## config.mk

```make
export PLATFORM = sky130hd
export DESIGN_NAME = ram_arbiter
export DESIGN_NICKNAME = d
export VERILOG_FILES = /design/src/rtl/ram_arb_pkg.sv /design/src/rtl/ram_arbiter_rr_arb2.sv /design/src/rtl/ram_arbiter.sv
export SDC_FILE = /design/constraint.sdc
export NUM_CORES = 1
export LEC_CHECK = 0
export BUFFER_PORTS_ARGS = -buffer_cell sky130_fd_sc_hd__buf_2
export CORE_AREA = 2 2 154 156
export CTS_CLUSTER_SIZE = 8
export DETAILED_ROUTE_END_ITERATION = 10
export DIE_AREA = 0 0 156 158
export PLACE_DENSITY = 0.5
export SLEW_MARGIN = 20
export SYNTH_ARGS = -nofsm -noshare
export SYNTH_HDL_FRONTEND = slang
export SYNTH_SLANG_ARGS = --single-unit
```

## constraint.sdc

```tcl
create_clock -name clock -period 6.15 [get_ports clock]
set_clock_uncertainty 0.05 [all_clocks]
set_input_delay 1.23 -clock clock [delete_from_list [all_inputs] [get_ports clock]]
set_output_delay 1.23 -clock clock [all_outputs]
set_load 0.005 [all_outputs]
```

## src/rtl/ram_arb_pkg.sv

```systemverilog
// rtl/ram_arb_pkg.sv - shared types and constants for the RAM arbiter
package ram_arb_pkg;

  typedef enum logic [1:0] {IDLE, ACCESS, RESP} state_t;

  localparam logic REQ_IFU = 1'b0;
  localparam logic REQ_LSU = 1'b1;

  localparam int CNT_W = 4;

endpackage

```

## src/rtl/ram_arbiter_rr_arb2.sv

```systemverilog
// rtl/ram_arbiter_rr_arb2.sv - two-way round-robin grant, combinational
module rr_arb2
  import ram_arb_pkg::*;
(
  input  logic [1:0] req,
  input  logic       last_grant,
  output logic       grant_valid,
  output logic       grant_id
);

  // On a tie the requester that did not win last time goes first.
  always_comb begin
    grant_valid = |req;
    grant_id    = REQ_IFU;
    if (req == 2'b11) begin
      grant_id = ~last_grant;
    end else if (req[REQ_LSU]) begin
      grant_id = REQ_LSU;
    end
  end

endmodule

```

## src/rtl/ram_arbiter.sv

```systemverilog
// rtl/ram_arbiter.sv - single-outstanding arbiter sharing one word RAM between IFU and LSU
module ram_arbiter
  import ram_arb_pkg::*;
#(
  parameter int ADDR_WIDTH = 32,
  parameter int DATA_WIDTH = 32,
  parameter int MEM_LAT    = 1
) (
  input  logic                  clock,
  input  logic                  reset,
  input  logic                  ifu_req_valid,
  output logic                  ifu_req_ready,
  input  logic [ADDR_WIDTH-1:0] ifu_req_addr,
  output logic                  ifu_resp_valid,
  input  logic                  ifu_resp_ready,
  output logic [DATA_WIDTH-1:0] ifu_resp_rdata,
  input  logic                  lsu_req_valid,
  output logic                  lsu_req_ready,
  input  logic [ADDR_WIDTH-1:0] lsu_req_addr,
  input  logic                  lsu_req_wen,
  input  logic [DATA_WIDTH-1:0] lsu_req_wdata,
  output logic                  lsu_resp_valid,
  input  logic                  lsu_resp_ready,
  output logic [DATA_WIDTH-1:0] lsu_resp_rdata,
  output logic                  mem_valid,
  output logic [ADDR_WIDTH-1:0] mem_addr,
  output logic                  mem_wen,
  output logic [DATA_WIDTH-1:0] mem_wdata,
  input  logic [DATA_WIDTH-1:0] mem_rdata
);

  localparam logic [CNT_W-1:0]      LAST_CNT  = CNT_W'(MEM_LAT - 1);
  localparam logic [ADDR_WIDTH-1:0] WORD_MASK = ~ADDR_WIDTH'(3);

  state_t                state, next_state;
  logic [CNT_W-1:0]      cnt;
  logic                  last_grant;
  logic                  wen_q;
  logic [ADDR_WIDTH-1:0] addr_q;
  logic [DATA_WIDTH-1:0] wdata_q, ifu_rdata_q, lsu_rdata_q;
  logic                  grant_valid, grant_id, resp_fire;

  rr_arb2 u_arb (
    .req         ({lsu_req_valid, ifu_req_valid}),
    .last_grant  (last_grant),
    .grant_valid (grant_valid),
    .grant_id    (grant_id)
  );

  assign resp_fire = (last_grant == REQ_LSU) ? lsu_resp_ready : ifu_resp_ready;

  always_ff @(posedge clock or posedge reset) begin
    if (reset) state <= IDLE;
    else       state <= next_state;
  end

  always_comb begin
    next_state = state;
    unique case (state)
      IDLE:    if (grant_valid)      next_state = ACCESS;
      ACCESS:  if (cnt == LAST_CNT)  next_state = RESP;
      RESP:    if (resp_fire)        next_state = IDLE;
      default:                       next_state = IDLE;
    endcase
  end

  // last_grant doubles as the owner of the access in flight.
  always_ff @(posedge clock or posedge reset) begin
    if (reset) begin
      cnt         <= '0;
      last_grant  <= REQ_LSU;
      addr_q      <= '0;
      wen_q       <= 1'b0;
      wdata_q     <= '0;
      ifu_rdata_q <= '0;
      lsu_rdata_q <= '0;
    end else begin
      if (state == IDLE && grant_valid) begin
        last_grant <= grant_id;
        addr_q     <= ((grant_id == REQ_LSU) ? lsu_req_addr : ifu_req_addr) & WORD_MASK;
        wen_q      <= (grant_id == REQ_LSU) && lsu_req_wen;
        wdata_q    <= (grant_id == REQ_LSU) ? lsu_req_wdata : '0;
      end
      if (state == ACCESS) begin
        if (cnt == LAST_CNT) begin
          cnt <= '0;
          if (last_grant == REQ_LSU) lsu_rdata_q <= mem_rdata;
          else                       ifu_rdata_q <= mem_rdata;
        end else begin
          cnt <= cnt + 1'b1;
        end
      end
    end
  end

  always_comb begin
    ifu_req_ready  = 1'b0;
    lsu_req_ready  = 1'b0;
    ifu_resp_valid = 1'b0;
    lsu_resp_valid = 1'b0;
    mem_valid      = 1'b0;
    mem_wen        = 1'b0;
    unique case (state)
      IDLE: begin
        if (!reset && grant_valid) begin
          ifu_req_ready = (grant_id == REQ_IFU);
          lsu_req_ready = (grant_id == REQ_LSU);
        end
      end
      ACCESS: begin
        mem_valid = 1'b1;
        mem_wen   = wen_q;
      end
      RESP: begin
        ifu_resp_valid = (last_grant == REQ_IFU);
        lsu_resp_valid = (last_grant == REQ_LSU);
      end
      default: ;
    endcase
  end

  assign mem_addr       = addr_q;
  assign mem_wdata      = wdata_q;
  assign ifu_resp_rdata = ifu_rdata_q;
  assign lsu_resp_rdata = lsu_rdata_q;

endmodule
```

# Word level (Yosys, flattened, before mapping)
# Index checks and enable logic that the tools add are counted.
[classes]
eq_ne = 6
mul = 0
muxes = 18
add_sub_neg = 1
n_bitwise = 2
n_div = 0
n_lt_le_gt_ge = 0
n_reduce_logical = 10
shift = 0
[op_table]
columns = ["cell", "count"]
rows = [
  ["2-to-1 mux 32 bit", 2],
  ["2-to-1 mux 1 bit", 11],
  ["AND reduction 3 bit", 3],
  ["2-to-1 mux 2 bit", 3],
  ["one-hot mux 2 bit (3 select lines)", 1],
  ["adder 4 x 1 -> 4 bit (second input constant)", 1],
  ["== test 2 bit (second input constant)", 2],
  ["logical NOT 4 bit", 1],
  ["2-to-1 mux 4 bit", 1],
  ["inequality test 2 bit (second input constant)", 2],
  ["logical AND 1 bit", 3],
  ["== test 2 x 1 -> 1 bit (second input constant)", 1],
  ["logical NOT 2 bit", 1],
  ["inequality test 2 x 1 -> 1 bit (second input constant)", 1],
  ["inverter 1 bit", 2],
  ["OR reduction 2 bit", 1],
  ["logical NOT 1 bit", 1],
]
[totals]
romBits = 0
output_inout_bits = 134
regBits = 134
n_memories = 0
wordCells = 45
latch_bits = 0
mem_bits_rw = 0

# Longest topological paths before layout
[logic_depth]
word_depth = 5
mapped_depth = 7
mapped_depth_nobuf = 5

# Cells and area by module
# From an unflattened synthesis, not the netlist that was laid out.
[unflattened]
cells_unflattened = 455
area_unflattened_um2 = 5659.2
[modules_own_cells]
columns = ["mod", "instances", "area_each_um2", "cells_per_inst"]
rows = [
  ["ram_arbiter", 1, 5645.4, 453],
  ["rr_arb2", 1, 13.8, 2],
]

# Worst setup path after synthesis
# No wires, ideal clock.
[synth_path]
kind = "input port to output port"
start = "in ifu_req_valid"
end = "out lsu_req_ready"
stages = 4
arrival_time_ps = 1906
path_slack_ps = 2964
t_required_ps = 4870
path_cell_list = "o21ai_1 > buf_2 > buf_2 > nor3b_1"
[synth_via]
elab_chain_cells = 4
[synth_rtl]
columns = ["item", "line", "text"]
rows = [
  ["start, declared", "ram_arbiter.sv:11", "input logic ifu_req_valid,"],
  ["== test 2 bit / OR reduction 2 bit (equally long branches)", "ram_arbiter_rr_arb2.sv:15, ram_arbiter_rr_arb2.sv:13", ""],
  ["2-to-1 mux 1 bit / logical AND 1 bit (equally long branches)", "ram_arbiter_rr_arb2.sv:15, ram_arbiter.sv:105", ""],
  ["2-to-1 mux 1 bit (*)", "ram_arbiter.sv:105", "if (!reset && grant_valid) begin"],
  ["2-to-1 mux 1 bit (*)", "ram_arbiter.sv:103", "unique case (state)"],
  ["end, declared", "ram_arbiter.sv:18", "output logic lsu_req_ready,"],
]
# Mark *: on every way between the ends. The rest lies on a longest branch, timed or not.

# Worst setup path after layout
[layout_path]
start = "in lsu_req_valid"
end = "out lsu_req_ready"
[layout_via]
elab_chain_cells = 4
[layout_rtl]
columns = ["item", "line", "text"]
rows = [
  ["start, declared", "ram_arbiter.sv:17", "input logic lsu_req_valid,"],
  ["== test 2 bit (tied with other cells)", "ram_arbiter_rr_arb2.sv:15", "if (req == 2'b11) begin"],
  ["2-to-1 mux 1 bit / logical AND 1 bit (equally long branches)", "ram_arbiter_rr_arb2.sv:15, ram_arbiter.sv:105", ""],
  ["2-to-1 mux 1 bit (*)", "ram_arbiter.sv:105", ""],
  ["2-to-1 mux 1 bit (*)", "ram_arbiter.sv:103", ""],
]
# Marks and branches as above.

==> flow_metrics.py <==
metrics = {
    "setup_path": {
        "r2r_start": "cnt[0]",
        "rr_worst_depth": 6,
        "timing.rr.end": "lsu_resp_rdata[31]",
        "worstPathArrival_ns": 2.58,
        "crit_path_end_kind": "output port",
        "startpoint_type": "input port",
        "crit_required_ns": 4.87,
        "path_class": "input port to output port",
        "reg2reg_slack_ns": 3.85,
        "path_max_fanout": 32,
    },
    "placement": {
        "port_buffers": 262,
        "placed_cells": 883,
        "routabilityCongestion": 0.7203,
        "place_hpwl_um": 9904,
        "place_area_sq_um": 7158,
    },
    "sta": {
        "timing.hold.ws_ns": 0.4486,
        "fin_crit_ns": 3.855,
        "final-setup-viol-count": 0,
        "tightestPinTransition_ns": 1.014,
        "setup_tns_ns": 0,
        "finalMaxSlewViolations": 0,
        "fin_crit_sh_pct": 62.69,
        "fmax_mhz": 259.4,
        "relSlewSlack_pct": 32.26,
        "rsz0062_at_grt": "false",
        "hold_viol": 0,
    },
    "power": {
        "ir_drop_mv": 0.2667,
        "p_leak_nw": 3.870,
        "p_seq_share_pct": 38.0,
        "switchingPower_mw": 1.235,
        "combPwrFrac_pct": 36.3,
        "power_density_nw_per_um2": 516.2,
        "internal-power_mw": 2.767,
        "swShare_pct": 30.85,
        "total_power_mw": 4.002,
        "clockPowerShare_pct": 25.8,
    },
    "synth": {
        "synth_top_family_by_area": "multiplexers",
        "synth_compound_area_share_pct": 5.808,
        "syn-instance-count": 352,
        "synthMuxAreaShare_pct": 27.69,
        "yosys.area_share.simple_pct": 2.372,
        "synth-seq-cells": 134,
        "synth.distinct_cells": 32,
        "synth_xor_area_share_pct": 0.1552,
        "synthAdderAreaFrac_pct": 0.4434,
        "synthTopCellsByArea": "dfrtp_1, mux2_2, mux2_4, a22o_1, buf_12",
        "yosysTopAreaCell": "dfrtp_1",
        "netlist_area_sq_um": 5644,
        "synth-seq-area-share_pct": 59.43,
        "yosys_warnings": 0,
        "netlist.area_leader.share_pct": 58.97,
        "avgSynthCellArea_sq_um": 16.03,
    },
    "global_route": {
        "grt_pass1_vias": 4118,
        "grt_pass1_wl_um": 21960,
        "grt_overflow_total": 0,
        "antenna_found_initial": 0,
        "grtUsageTotal_pct": 11.55,
        "grt_max_degree": 87,
    },
    "worst_hold_path": {
        "whs_endpoint": "ifu_resp_rdata[26]",
        "worstHoldStart": "ifu_resp_rdata[26]",
        "min_path_type": "flop to flop",
        "holdPathStages": 1,
    },
    "cts": {
        "cts_resized": 0,
        "cts-root-buf": "clkbuf_16",
        "cts_tree": "built",
        "cts.clk_slew.worst_paths_ns": 0.06,
        "cts_htree_levels": 4,
        "clock_latency_ns": 0.41,
        "clock_sinks": 134,
        "clk_path_buf_depth": 2,
        "hold_buffers": 0,
        "postCtsSetupBuffers": 0,
        "cts-buffers-inserted": 17,
    },
    "detailed_routing": {
        "vias": 3880,
        "wl_per_cell_um": 15.38,
        "drc": 0,
        "drtAntennaViolNets": 0,
        "wl_um": 14070,
        "dr.pass1.iters": 6,
        "viasPerCell": 4.240,
        "drtIter0Drc": 124,
    },
    "layout": {
        "area_delta_synth_final_pct": 37.35,
        "final_cell_mix": "buf_2, dfrtp_1, mux2_2",
        "design_area_sq_um": 7752,
        "fin_nets": 749,
        "num-fill-cells": 2294,
        "layout.cells.non_filler": 915,
        "final_common_cell": "buf_2",
        "drive_gt1_share_pct": 68.96,
        "n_antenna_cell": 0,
    },
    "status": {
        "status": "completed",
    },
    "die": {
        "io_pins": 269,
        "die_w_um": 156,
        "fp-row-count": 56,
        "die-area_sq_um": 24650,
        "core_sq_um": 23050,
        "die_h_um": 158,
        "initial_utilization_pct": 24.48,
    },
    "run": {
        "drv_cap": 0,
    },
}
[worst max-delay path by stage]
stage | startpoint | end | slack (ns)
3_5_place_dp | lsu_req_valid | lsu_req_ready | 2.25
5_1_grt | lsu_req_valid | lsu_req_ready | 2.16
6_report | lsu_req_valid | lsu_req_ready | 2.29
3_3_place_gp | lsu_req_valid | lsu_req_ready | 2.31
2_1_floorplan | reset | cnt[0] | 1.29
4_1_cts | lsu_req_valid | lsu_req_ready | 2.25
[kinds of logic after synthesis]
| kind of cell | after synthesis |
|---|---|
| other cells | 1 |
| flops | 134 |
| buf+inv | 29 |
| compound gates | 39 |
| simple gates | 19 |
| mux | 127 |
| xor+xnor | 1 |
| fa+ha+maj | 2 |
[synth_stat cells]
| library cell | number |
|---|---|
| buf_6 | 5 |
| a21boi_2 | 1 |
| ha_1 | 2 |
| xnor2_1 | 1 |
| mux2_2 | 89 |
| a21o_1 | 1 |
| nor2b_2 | 1 |
| and3_1 | 2 |
| nand4_1 | 1 |
| and2_1 | 1 |
| nor3b_4 | 1 |
| o21ai_1 | 1 |
| conb_1 | 1 |
| buf_4 | 6 |
| o21ai_0 | 2 |
| mux2_4 | 36 |
| dfstp_2 | 1 |
| inv_1 | 4 |
| a21oi_1 | 1 |
| nand3b_4 | 1 |
| buf_12 | 3 |
| nand2b_1 | 1 |
| nor3_1 | 1 |
| a22o_1 | 33 |
| nand2_1 | 6 |
| and3b_1 | 1 |
| nor2_1 | 1 |
| mux2i_1 | 2 |
| clkbuf_1 | 3 |
| dfrtp_1 | 133 |
| nor3b_1 | 2 |
| buf_2 | 8 |
[sequential cells by signal, indices dropped and copies added (netlist names)]
name,cells
lsu_resp_rdata,32
ifu_resp_rdata,32
last_grant,1
wen_q,1
cnt,4
state,2
mem_wdata,32
mem_addr,30
[metrics by stage]
| stage | utilization (%) | setup slack [ns] |
|---|---|---|
| 2_1_floorplan | - | 1.289 |
| 3_3_place_gp | 31.05 | 2.308 |
| 3_5_place_dp | 31.05 | 2.250 |
| 4_1_cts | 33.63 | 2.247 |
| 5_1_grt | 33.63 | 2.162 |
| 6_report | 33.63 | 2.295 |
[cell type report]
class	count	area (sq um)	area share (%)
flip-flops and latches	134	3354	43.27
multi-input cells	190	2087	26.92
repair buffers	265	1334	17.20
clock buffers	17	425.4	5.487
well taps	290	362.8	4.680
clock inverters	15	168.9	2.179
inverters	4	20.02	0.2582
[power by group through the flow]
| stage | clock, mW | sequential (mW) | combinational, mW |
|---|---|---|---|
| floorplan | 0 | 1.54 | 0.885 |
| global placement | 0 | 1.51 | 1.46 |
| detailed placement | 0 | 1.53 | 1.49 |
| CTS | 1.07 | 1.52 | 1.48 |
| global route | 1.11 | 1.58 | 1.59 |
| finish | 1.03 | 1.52 | 1.45 |
[worst max-delay path, cell delays in order]
cell and delay, ns:
buf_2 0.12, a21boi_4 0.81, nor3b_1 0.27, buf_2 0.14
[routing by layer]
layer  routed length, um  vias up  GRT usage [%]
met4                 178        0          4.150
met1                6037     1919          13.87
li1                    -     1789              -
met5                   0        -              0
met3                1010       10          4.325
met2                6846      162          19.01
Power figures use the tool's default switching activity.
